## config.mk

```make
export PLATFORM = sky130hd
export DESIGN_NAME = paddle_pos_ctl
export DESIGN_NICKNAME = d
export VERILOG_FILES = /design/src/rtl/vga_pkg.sv /design/src/rtl/paddle_slew.sv /design/src/rtl/paddle_pos_ctl.sv
export SDC_FILE = /design/constraint.sdc
export NUM_CORES = 1
export LEC_CHECK = 0
export CAP_MARGIN = 20
export CORE_ASPECT_RATIO = 1.2
export CORE_MARGIN = 10
export CORE_UTILIZATION = 55
export CTS_CLUSTER_SIZE = 30
export DETAILED_ROUTE_END_ITERATION = 16
export PLACE_DENSITY = 0.84
export SETUP_SLACK_MARGIN = 0.05
export SYNTH_ARGS = -nofsm -noshare
export SYNTH_HDL_FRONTEND = slang
export SYNTH_SLANG_ARGS = --single-unit
```

## constraint.sdc

```tcl
create_clock -name clk65MHz -period 8.76 [get_ports clk65MHz]
set_clock_uncertainty 0.1 [all_clocks]
set_input_delay 1.314 -clock clk65MHz [delete_from_list [all_inputs] [get_ports clk65MHz]]
set_output_delay 1.314 -clock clk65MHz [all_outputs]
set_load 0.005 [all_outputs]
```

## src/rtl/vga_pkg.sv

```systemverilog
// Shared display/game constants and the paddle mode encoding.
package vga_pkg;

  typedef enum logic [1:0] {
    MODE_IDLE   = 2'd0,
    MODE_SINGLE = 2'd1,
    MODE_MULTI  = 2'd2
  } mode_t;

  localparam int unsigned SCREEN_H_DEF = 768;
  localparam int unsigned PADDLE_H_DEF = 96;
  localparam int unsigned MAX_STEP_DEF = 8;

  // Unsigned upper clamp on raw 12-bit coordinates.
  function automatic logic [11:0] clamp_u12(input logic [11:0] v, input logic [11:0] hi);
    return (v > hi) ? hi : v;
  endfunction

endpackage

```

## src/rtl/paddle_slew.sv

```systemverilog
// One paddle: clamps its target to the playfield, limits the per-frame
// move to MAX_STEP and holds the registered top position.
module paddle_slew
  import vga_pkg::*;
#(
  parameter int unsigned POS_W    = 10,
  parameter int unsigned PMAX     = 672,
  parameter int unsigned CENTER   = 336,
  parameter int unsigned MAX_STEP = 8
) (
  input  logic             clk,
  input  logic             rst,
  input  logic             upd,
  input  logic [11:0]      target,
  output logic [POS_W-1:0] pos,
  output logic [POS_W-1:0] pos_nxt
);

  logic [POS_W-1:0]        tgt;
  logic signed [POS_W+1:0] diff;
  logic [POS_W+1:0]        mag;

  // Clamp target, then move fully or by MAX_STEP toward it on an update.
  always_comb begin
    tgt     = POS_W'(clamp_u12(target, 12'(PMAX)));
    diff    = $signed({2'b00, tgt}) - $signed({2'b00, pos});
    mag     = diff[POS_W+1] ? $unsigned(-diff) : $unsigned(diff);
    pos_nxt = pos;
    if (upd) begin
      if (mag <= (POS_W+2)'(MAX_STEP))
        pos_nxt = tgt;
      else if (diff[POS_W+1])
        pos_nxt = pos - POS_W'(MAX_STEP);
      else
        pos_nxt = pos + POS_W'(MAX_STEP);
    end
  end

  // Position register, parked at screen centre on reset.
  always_ff @(posedge clk) begin
    if (rst) pos <= POS_W'(CENTER);
    else     pos <= pos_nxt;
  end

endmodule

```

## src/rtl/paddle_pos_ctl.sv

```systemverilog
// Paddle position controller: game-mode FSM, per-paddle target selection
// and frame-rate slew of every paddle. Optional CPU ball tracking for
// non-local paddles in single-player mode is built when PADDLE_AI_EN is
// defined.
module paddle_pos_ctl
  import vga_pkg::*;
#(
  parameter int unsigned N_PADDLES = 2,
  parameter int unsigned POS_W     = 10,
  parameter int unsigned SCREEN_H  = SCREEN_H_DEF,
  parameter int unsigned PADDLE_H  = PADDLE_H_DEF,
  parameter int unsigned MAX_STEP  = MAX_STEP_DEF
) (
  input  logic                           clk65MHz,
  input  logic                           rst,
  input  logic                           frame_tick,
  input  logic                           screen_idle,
  input  logic                           screen_single,
  input  logic                           screen_multi,
  input  logic [11:0]                    mouse_ypos,
  input  logic [POS_W-1:0]               remote_ypos,
  input  logic [11:0]                    ball_ypos,
  input  logic [$clog2(N_PADDLES)-1:0]   local_sel,
  output logic [N_PADDLES*POS_W-1:0]     paddle_ypos,
  output logic [POS_W-1:0]               output_pos,
  output logic                           pos_valid
);

  localparam int unsigned SEL_W  = $clog2(N_PADDLES);
  localparam int unsigned CENTER = (SCREEN_H - PADDLE_H) / 2;
  localparam int unsigned PMAX   = SCREEN_H - PADDLE_H;
  localparam int unsigned HALF_H = PADDLE_H / 2;

  logic             tick_d;
  logic             tick_rise;
  mode_t            state;
  mode_t            state_nxt;
  logic [11:0]      remote_12;
  logic [11:0]      cpu_target;
  logic [11:0]      target  [N_PADDLES];
  logic [POS_W-1:0] pos_q   [N_PADDLES];
  logic [POS_W-1:0] pos_nxt [N_PADDLES];
  logic [POS_W-1:0] local_nxt;

  assign remote_12 = 12'(remote_ypos);

`ifdef PADDLE_AI_EN
  // CPU paddle centres on the ball, floored at the top of the screen.
  assign cpu_target = (ball_ypos >= 12'(HALF_H)) ? ball_ypos - 12'(HALF_H) : '0;
`else
  logic unused_ball;
  assign unused_ball = ^ball_ypos;
  assign cpu_target  = 12'(CENTER);
`endif

  // Rising-edge detector so a stretched frame_tick yields one update.
  always_ff @(posedge clk65MHz) begin
    if (rst) tick_d <= 1'b0;
    else     tick_d <= frame_tick;
  end

  assign tick_rise = frame_tick & ~tick_d;

  // Mode state register.
  always_ff @(posedge clk65MHz) begin
    if (rst) state <= MODE_IDLE;
    else     state <= state_nxt;
  end

  // Next mode on a tick: idle beats single beats multi; no request holds.
  always_comb begin
    state_nxt = state;
    if (tick_rise) begin
      if (screen_idle)        state_nxt = MODE_IDLE;
      else if (screen_single) state_nxt = MODE_SINGLE;
      else if (screen_multi)  state_nxt = MODE_MULTI;
    end
  end

  // Target mux driven from the next mode so a tick's update already
  // reflects the mode chosen on that same tick.
  always_comb begin
    for (int unsigned i = 0; i < N_PADDLES; i++) begin
      target[i] = 12'(CENTER);
      case (state_nxt)
        MODE_SINGLE: target[i] = (local_sel == SEL_W'(i)) ? mouse_ypos : cpu_target;
        MODE_MULTI:  target[i] = (local_sel == SEL_W'(i)) ? mouse_ypos : remote_12;
        default:     target[i] = 12'(CENTER);
      endcase
    end
  end

  for (genvar g = 0; g < N_PADDLES; g++) begin : g_paddle
    paddle_slew #(
      .POS_W    (POS_W),
      .PMAX     (PMAX),
      .CENTER   (CENTER),
      .MAX_STEP (MAX_STEP)
    ) u_slew (
      .clk     (clk65MHz),
      .rst     (rst),
      .upd     (tick_rise),
      .target  (target[g]),
      .pos     (pos_q[g]),
      .pos_nxt (pos_nxt[g])
    );
    assign paddle_ypos[g*POS_W +: POS_W] = pos_q[g];
  end

  // Select the local paddle's upcoming position for the link register.
  always_comb begin
    local_nxt = pos_nxt[0];
    for (int unsigned i = 0; i < N_PADDLES; i++)
      if (local_sel == SEL_W'(i)) local_nxt = pos_nxt[i];
  end

  // Commit strobe and link position, both aligned with the paddle registers.
  always_ff @(posedge clk65MHz) begin
    if (rst) begin
      pos_valid  <= 1'b0;
      output_pos <= POS_W'(CENTER);
    end else begin
      pos_valid <= tick_rise;
      if (tick_rise) output_pos <= local_nxt;
    end
  end

endmodule

```

==> flow_summary_export.csv, run 1 <==
group,metric,value,unit
outcome,status,"finished, final reports clean",
grt,grt_pass1_wl,20400,µm
worst_setup_path,r2r_start,"tick_d",
clock_tree,cts_tree,"yes",
clock_tree,numCtsBuffers,5,
worst_setup_path,cpLargestDelayFamily,"compound AO/OA/AOI/OAI gates",
synthesis,async_flop_share,0,
timing,relSlewSlack,0.506,
timing,max_freq,123,MHz
clock_tree,clk_pin_slew,0.08,ns
hold_path,hp-class,"flip-flop to flip-flop",
timing,fin_crit,8.15,ns
synthesis,ys_warn_count,0,
synthesis,synth-seq-area-share,0.163,
grt,grt_use_total,0.211,
timing,fin_crit_sh,0.930,
worst_setup_path,required,8.85,ns
synthesis,syn_area_per_cell,7.40,µm²
job,max_cap_violations,0,
floorplan,num_rows,34,
placement,port_buffers,59,
synthesis,ys_ff_latch,34,
timing,hold_violations,0,
hold_path,hp-start,"output_pos[3]",
floorplan,dieWidth,99.4,µm
placement,hpwl,10100,µm
grt,grt_antenna_before_repair,0,
grt,grt_max_degree,29,
worst_setup_path,crit_path_start,"frame_tick",
clock_tree,post_cts_buffers,0,
floorplan,die_y,115,µm
detailed_routing,dr.pass1.iters,5,
cells_and_area,final_nets,683,
cells_and_area,num_antenna_cells,0,
worst_setup_path,path_max_fanout,10,
synthesis,synth_ff_type,"dfxtp_1",
clock_tree,clk_root_buffer_cell,"clkbuf_8",
synthesis,synth_edf_count,0,
pwr,power.leakage,1.99,nW
synthesis,synth_cells,563,
worst_setup_path,cp-end-kind,"flip-flop",
grt,gr-total-overflow,0,
timing,rsz0062_at_grt,"no",
floorplan,die_area,11500,µm²
timing,holdWs,0.387,ns
timing,tns,0,ns
cells_and_area,final_area,4920,µm²
detailed_routing,post_drt_via_cell_ratio,6.33,
timing,drv_slew,0,
timing,setup_viol,0,
floorplan,io_pins,72,
placement,placed_area,4780,µm²
floorplan,start_util,0.569,
cells_and_area,area_delta_synth_final,18.1,%
pwr,ir_worst_vdd,0.000235,V
detailed_routing,route.detailed.drc,0,
worst_setup_path,crit_type,"input pin to flip-flop",
worst_setup_path,cp_slowest_stage_delay,0.58,ns
worst_setup_path,worstPathArrival,8.24,ns
clock_tree,h-tree-depth,2,
synthesis,synth_nets,642,
floorplan,core,7320,µm²
detailed_routing,initialDrtViolationCount,313,
worst_setup_path,path_buf_inv,5,
clock_tree,cts_hold_buffers,0,
synthesis,ys_types,77,
detailed_routing,wl,12500,µm
grt,grt_pass1_vias,4230,
pwr,cellPowerDensity,371,nW/µm²
synthesis,synth_area,4170,µm²
clock_tree,cts_sinks,34,
clock_tree,insertion_delay,0.29,ns
placement,place_congestion,0.932,
cells_and_area,drive_gt1_frac,0.0694,
clock_tree,clock_path_buffers,2,
worst_setup_path,slowest_stage,"clkdlybuf4s50_1",
clock_tree,cts-resized-gates,0,
detailed_routing,detail_route.wl_per_cell,18.0,µm
timing,tightestPinTransition,0.739,ns
detailed_routing,vias,4396,
worst_setup_path,start_kind,"input pin",
detailed_routing,antenna_left,0,
-- registers in the layout, indices dropped and copies added, names as in the netlist --
name,count
state,2
g_paddle.u_slew.pos,20
output_pos,10
tick_d,1
pos_valid,1
-- cells in the mapped netlist, drive strengths merged, types with 10 or more instances --
library cell / n / area, µm²
and3: 10 / 62.6
nor3: 19 / 106
mux2i: 13 / 130
ha: 34 / 425
xnor2: 15 / 131
a211oi: 11 / 105
nor2: 43 / 161
a21o: 14 / 105
o21a: 10 / 75.1
o21ai: 24 / 120
a21oi: 51 / 263
nand3: 25 / 125
dfxtp: 34 / 681
nor2b: 10 / 62.6
nand2b: 13 / 81.3
inv: 40 / 150
clkbuf: 28 / 105
nand2: 31 / 116
-- metrics by stage --
stage                      util  total power [mW]  worst slack (ns)  std cells
after floorplan               -              1.33              1.35        563
after global placement    0.653              1.60             0.567        686
after detailed placement  0.653              1.64             0.432        686
after CTS                 0.668              1.80             0.703        694
after global routing      0.672              1.99             0.188        695
final                     0.672              1.82             0.609        695
-- cell families after synthesis --
| kind of cell | synth area share |
|---|---|
| adders and majority gates | 0.121 |
| DFF | 0.163 |
| xor gates and xnor gates | 0.0463 |
| buffers and inverters | 0.0733 |
| AOI/OAI and AO/OA | 0.311 |
| and+or+nand+nor | 0.245 |
| muxes | 0.0393 |
-- path summary, 6_finish.rpt --
| kind | to | slack [ns] | cells past startpoint |
|---|---|---|---|
| worst max-delay path | output_pos[9] | 0.61 | 31 |
| worst min-delay path | output_pos[3] | 0.39 | 2 |
| worst max register to register | output_pos[9] | 1.97 | 30 |
| worst min register to register | output_pos[3] | 0.39 | 2 |
-- layout make-up --
class,instances,area [µm²]
sequential,34,681
timing repair buffer,67,671
clock inverter,3,45.0
multi-input combinational,454,3180
clock buffer,5,68.8
inverter,42,158
fill,651,2400
tap,90,113
-- report_power, final --
part,internal [mW],switching (mW),total (mW)
combinational,0.643,0.805,1.45
clock,0.0847,0.0647,0.149
sequential,0.191,0.0347,0.225
total,0.918,0.904,1.82
-- tightest hold or removal path: stages, from the launching register on --
cell     delay, ns
dfxtp_1       0.33
nand3_1       0.07
o21ai_1       0.05
-- routing by layer --
metal	vias to the layer above	track usage	routed length, µm
met5	-	0	0
met4	0	0.0919	382
met1	2069	0.229	4890
li1	2147	-	-
met3	37	0.0282	660
met2	143	0.395	6610
-- cells in the final DEF, fill, tap and decap left out, types with 13 or more instances in the layout --
cell and count:
nand2b_1 13, inv_1 40, a21oi_1 49, a21o_1 14, nand3_1 25, clkdlybuf4s50_1 59, nor3_1 18, mux2i_1 13
nand2_1 31, dfxtp_1 34, ha_1 34, xnor2_1 15, o21ai_0 21, nor2_1 43
No activity file was read; power rests on OpenSTA's default activity.
==> run 2, diff against run 1 <==
Settings changed: ABC_AREA set to 1, CORE_UTILIZATION 55 to 56, CTS_CLUSTER_SIZE 30 to 25.
==> flow_summary_export.csv, run 2 <==
group,metric,value,unit
floorplan,num_rows,36,
clock_tree,numCtsBuffers,5,
synthesis,synth_cells,841,
synthesis,synth_top_area_cell,"nand2_1",
cells_and_area,final_nets,970,
worst_setup_path,path_depth,39,
clock_tree,cts_hold_buffers,0,
synthesis,async_flop_share,0,
grt,met1_usage,0.228,
grt,grt_util_met2,0.459,
worst_setup_path,worstPathArrival,7.66,ns
synthesis,synth_ff_type,"dfxtp_1",
cells_and_area,final_cell_mix,"nand2_1, inv_1, nand3_1, nor2_1, clkdlybuf4s50_1",
synthesis,synth_edf_count,0,
synthesis,ys_ff_latch,34,
cells_and_area,final_core_util,0.662,
pwr,p_switching,1.31,mW
detailed_routing,wl,14500,µm
pwr,netSwitchingFraction,0.576,
worst_setup_path,r2r_start,"tick_d",
timing,hold_violations,0,
worst_setup_path,endpoint,"output_pos[8]",
clock_tree,cts_tree,"yes",
cells_and_area,area_delta_synth_final,15.8,%
floorplan,start_util,0.572,
timing,tns,0,ns
worst_setup_path,rr_endpoint,"output_pos[8]",
detailed_routing,route.detailed.drc,0,
pwr,ir_worst_vdd,0.000328,V
worst_setup_path,path_max_fanout,15,
clock_tree,clk_pin_slew,0.07,ns
grt,grt_use_total,0.235,
clock_tree,cts_sinks,34,
hold_path,hp-class,"flip-flop to flip-flop",
pwr,p_int,0.962,mW
clock_tree,insertion_delay,0.29,ns
cells_and_area,largestRegisters,"g_paddle.u_slew.pos x20, output_pos x10, state x2",
grt,met3_usage,0.0166,
worst_setup_path,required,8.85,ns
floorplan,io_pins,72,
pwr,power.leakage,2.99,nW
cells_and_area,largest_reg_flops,20,
grt,top_usage_layer,"met2",
timing,max_freq,132,MHz
synthesis,ys_warn_count,0,
clock_tree,clk_root_buffer_cell,"clkbuf_8",
worst_setup_path,cp_slowest_stage_delay,0.45,ns
synthesis,synth_top_area_frac,0.241,
worst_setup_path,ff2ff_setup_slack,2.39,ns
synthesis,post-synth-top-count-cell,"nand2_1",
clock_tree,post_cts_buffers,0,
pwr,p_clk_frac,0.066,
synthesis,ys_types,38,
clock_tree,cts-resized-gates,0,
cells_and_area,mostFrequentLayoutCell,"nand2_1",
timing,relSlewSlack,0.435,
timing,tightestPinTransition,0.847,ns
grt,grt_pass1_vias,5449,
worst_setup_path,path_buf_inv,9,
synthesis,synth_commonest_cells,"nand2_1, inv_1, nand3_1",
detailed_routing,vias,5455,
cells_and_area,drive_gt1_frac,0.0561,
clock_tree,clock_path_buffers,2,
floorplan,core,8110,µm²
worst_setup_path,r2r_cells,37,
worst_setup_path,cpLargestDelayFamily,"simple AND/OR/NAND/NOR gates",
worst_setup_path,start_kind,"input pin",
placement,place_congestion,1.01,
worst_setup_path,crit_top_cell,"nand2_1",
worst_setup_path,slowest_stage,"clkdlybuf4s50_1",
detailed_routing,post_drt_via_cell_ratio,5.53,
placement,port_buffers,59,
timing,setup_viol,0,
detailed_routing,dr.pass1.iters,5,
timing,drv_slew,0,
timing,rsz0062_at_grt,"no",
grt,grt_antenna_before_repair,0,
timing,fin_crit_sh,0.864,
detailed_routing,antenna_left,0,
outcome,status,"finished, final reports clean",
grt,grt_max_degree,33,
synthesis,synth-seq-area-share,0.147,
grt,grt_pass1_wl,24000,µm
synthesis,ys_top_cells_by_area,"nand2_1, dfxtp_1, inv_1",
worst_setup_path,crit_type,"input pin to flip-flop",
hold_path,min_path_cells,2,
clock_tree,h-tree-depth,2,
detailed_routing,detail_route.wl_per_cell,14.7,µm
timing,fin_crit,7.57,ns
floorplan,die_area,12300,µm²
cells_and_area,largest-register,"g_paddle.u_slew.pos",
placement,hpwl,12000,µm
synthesis,syn_area_per_cell,5.51,µm²
cells_and_area,num_antenna_cells,0,
floorplan,die_y,120,µm
job,max_cap_violations,0,
grt,gr-total-overflow,0,
floorplan,dieWidth,103,µm
pwr,cellPowerDensity,423,nW/µm²
pwr,seqPwrFrac,0.101,
synthesis,synth_area,4630,µm²
synthesis,synth_nets,920,
worst_setup_path,crit_path_start,"frame_tick",
pwr,p_comb_frac,0.833,
worst_setup_path,cp-end-kind,"flip-flop",
detailed_routing,initialDrtViolationCount,280,
-- run 2: cell types whose count changed in the layout (fill, tap and decap cells not counted), moves of 14 or more --
cell | previous run | this run
nand2_1 | 31 | 297
a21o_1 | 14 | 0
nor2_1 | 43 | 67
nand3_1 | 25 | 98
inv_1 | 40 | 132
nor3_1 | 18 | 3
-- run 2: power by group through the flow --
stage / clock [mW] / sequential, mW / combinational [mW]
CTS: 0.150 / 0.229 / 1.86
global route: 0.157 / 0.234 / 2.14
detailed placement: 0 / 0.232 / 1.86
floorplan: 0 / 0.226 / 1.46
finish: 0.150 / 0.230 / 1.89
global placement: 0 / 0.232 / 1.78
-- run 2: layer usage --
metal  share of wire  up-vias  wire (µm)
met2            0.54      161       7850
met5               0        -          0
met3           0.033       55        474
met1            0.37     2492       5410
met4           0.053        0        773
li1                -     2747          -
-- run 2: how the worst min path moves through the flow --
stage                              from             to  slack [ns]
after CTS                 output_pos[9]  output_pos[9]        0.38
after detailed placement  output_pos[8]  output_pos[8]        0.37
after global placement    output_pos[6]  output_pos[6]        0.35
after global routing      output_pos[9]  output_pos[9]        0.39
final                     output_pos[7]  output_pos[7]        0.38
after floorplan           output_pos[4]  output_pos[4]        0.36
-- run 2: kinds of logic after synthesis --
group                      share of synthesized area
AOI/OAI and AO/OA                              0.109
xor gates and xnor gates                      0.0227
adders and majority gates                      0.109
buffers and inverters                          0.141
DFF                                            0.147
and+or+nand+nor                                0.471
-- run 2: worst reg2reg max path, delay by kind of cell (launching register included) --
family / cells / cell delay, ns
AOI/OAI and AO/OA: 6 / 1.26
buffers and inverters: 7 / 0.85
DFF: 1 / 0.31
xor gates and xnor gates: 1 / 0.15
adders and majority gates: 3 / 1.11
and+or+nand+nor: 20 / 2.50
-- run 2: final cells by class --
cell class | instances | area [µm²]
well taps | 95 | 119
repair buffers | 63 | 621
inverters | 143 | 537
clock inverters | 1 | 30.0
multi-input cells | 644 | 3300
flip-flops and latches | 34 | 681
clock buffers | 6 | 82.6
fillers | 796 | 2740
-- run 2: per-stage QoR --
step	area (µm²)	cells	total power, mW	hold slack (ns)	worst slack (ns)
after global routing	5370	986	2.53	0.392	0.632
after detailed placement	5260	979	2.09	0.367	1.03
final	5370	986	2.27	0.382	1.19
after floorplan	4630	841	1.68	0.357	2.20
after CTS	5370	986	2.24	0.381	1.32
after global placement	5260	979	2.01	0.355	1.20
==> run 3, diff against run 2 <==
Settings changed: CORE_UTILIZATION 56 to 55, PLACE_DENSITY 0.84 to 0.82.
==> flow_summary_export.csv, run 3 (synthesized netlist as in run 2, its figures left out) <==
group,metric,value,unit
grt,grt_pass1_vias,5295,
timing,fin_crit,7.79,ns
floorplan,io_pins,72,
clock_tree,clk_pin_slew,0.07,ns
timing,rsz0062_at_grt,"no",
detailed_routing,wl,13600,µm
timing,max_freq,128,MHz
worst_setup_path,crit_top_cell,"nand2_1",
floorplan,core,8150,µm²
timing,drv_slew,0,
clock_tree,clk_root_buffer_cell,"clkbuf_8",
cells_and_area,largest_reg_flops,20,
cells_and_area,drive_gt1_frac,0.0561,
detailed_routing,route.detailed.drc,0,
worst_setup_path,required,8.84,ns
floorplan,num_rows,36,
clock_tree,insertion_delay,0.29,ns
hold_path,hp-class,"flip-flop to flip-flop",
cells_and_area,final_cell_mix,"nand2_1, inv_1, nand3_1, nor2_1, clkdlybuf4s50_1",
pwr,ir_worst_vdd,0.000331,V
clock_tree,cts_hold_buffers,0,
grt,grt_pass1_wl,23100,µm
floorplan,start_util,0.568,
job,max_cap_violations,0,
pwr,seqPwrFrac,0.104,
pwr,p_switching,1.27,mW
floorplan,die_area,12500,µm²
clock_tree,cts_tree,"yes",
worst_setup_path,crit_type,"input pin to flip-flop",
pwr,p_int,0.934,mW
worst_setup_path,worstPathArrival,7.87,ns
timing,tns,0,ns
clock_tree,numCtsBuffers,5,
cells_and_area,num_antenna_cells,0,
detailed_routing,initialDrtViolationCount,379,
cells_and_area,largestRegisters,"g_paddle.u_slew.pos x20, output_pos x10, state x2",
grt,gr-total-overflow,0,
placement,placed_area,5270,µm²
pwr,cellPowerDensity,411,nW/µm²
cells_and_area,area_delta_synth_final,15.8,%
grt,grt_use_total,0.214,
timing,tightestPinTransition,0.892,ns
placement,place_congestion,0.970,
clock_tree,post_cts_buffers,0,
clock_tree,cts_sinks,34,
timing,relSlewSlack,0.404,
detailed_routing,post_drt_via_cell_ratio,5.31,
floorplan,dieWidth,104,µm
detailed_routing,vias,5337,
placement,hpwl,11300,µm
clock_tree,clock_path_buffers,2,
grt,grt_max_degree,34,
cells_and_area,largest-register,"g_paddle.u_slew.pos",
timing,fin_crit_sh,0.889,
grt,grt_antenna_before_repair,0,
cells_and_area,final_nets,969,
detailed_routing,antenna_left,0,
worst_setup_path,cp_slowest_stage_delay,0.59,ns
clock_tree,cts-resized-gates,0,
worst_setup_path,path_max_fanout,33,
cells_and_area,final_area,5370,µm²
pwr,power.leakage,2.98,nW
clock_tree,h-tree-depth,2,
worst_setup_path,slowest_stage,"nor2_2",
worst_setup_path,cp-end-kind,"flip-flop",
worst_setup_path,r2r_cells,34,
floorplan,die_y,121,µm
pwr,p_clk_frac,0.056,
detailed_routing,detail_route.wl_per_cell,13.5,µm
cells_and_area,fill_cells,790,
pwr,p_comb_frac,0.840,
worst_setup_path,start_kind,"input pin",
detailed_routing,dr.pass1.iters,5,
cells_and_area,mostFrequentLayoutCell,"nand2_1",
timing,setup_viol,0,
timing,hold_violations,0,
outcome,status,"finished, final reports clean",
hold_path,min_path_cells,2,
placement,port_buffers,59,
pwr,netSwitchingFraction,0.577,
==> run 3: per-stage QoR <==
stage | instances | util | worst slack [ns] | hold WS (ns) | power, mW
finish | 1005 | 0.658 | 0.974 | 0.384 | 2.21
global route | 1005 | 0.658 | 0.251 | 0.394 | 2.49
CTS | 1005 | 0.658 | 1.08 | 0.375 | 2.19
detailed placement | 997 | 0.647 | 0.777 | 0.357 | 2.07
global placement | 997 | 0.647 | 0.937 | 0.356 | 2.00
floorplan | 841 | - | 2.20 | 0.357 | 1.68
==> run 3: worst paths after layout <==
| check | slack [ns] | start | end |
|---|---|---|---|
| worst min-delay path | 0.38 | output_pos[8] | output_pos[8] |
| worst max register to register | 2.18 | tick_d | output_pos[8] |
| worst max-delay path | 0.97 | frame_tick | output_pos[8] |
| worst min register to register | 0.38 | output_pos[8] | output_pos[8] |
==> run 3: metal layers <==
layer,part of all wire,vias to the layer above,track usage
li1,-,2755,-
met1,0.39,2432,0.212
met2,0.54,112,0.431
met3,0.028,38,0.0170
met4,0.046,0,0.117
met5,0,-,0
==> run 3: area by class of cell <==
type	instances	area (µm²)	area share
Tap cell	114	143	0.0266
Inverter	143	537	0.100
Clock buffer	6	82.6	0.0154
Clock inverter	2	12.5	0.00233
Multi-Input combinational cell	644	3300	0.615
Timing Repair Buffer	62	613	0.114
Sequential cell	34	681	0.127
==> run 3: power by group through the flow <==
stage	Clock (mW)	Sequential, mW	Combinational [mW]
after detailed placement	0	0.231	1.83
final	0.124	0.229	1.85
after floorplan	0	0.226	1.46
after global routing	0.130	0.234	2.12
after CTS	0.124	0.228	1.84
after global placement	0	0.231	1.77
==> run 3: worst max-delay path, delay by kind of cell <==
family,cells,cell delay [ns]
AO/OA/AOI/OAI,6,1.06
XOR/XNOR,1,0.14
adder cells (fa/ha/maj),4,1.40
buffers and inverters,7,1.28
AND/OR/NAND/NOR,18,2.66
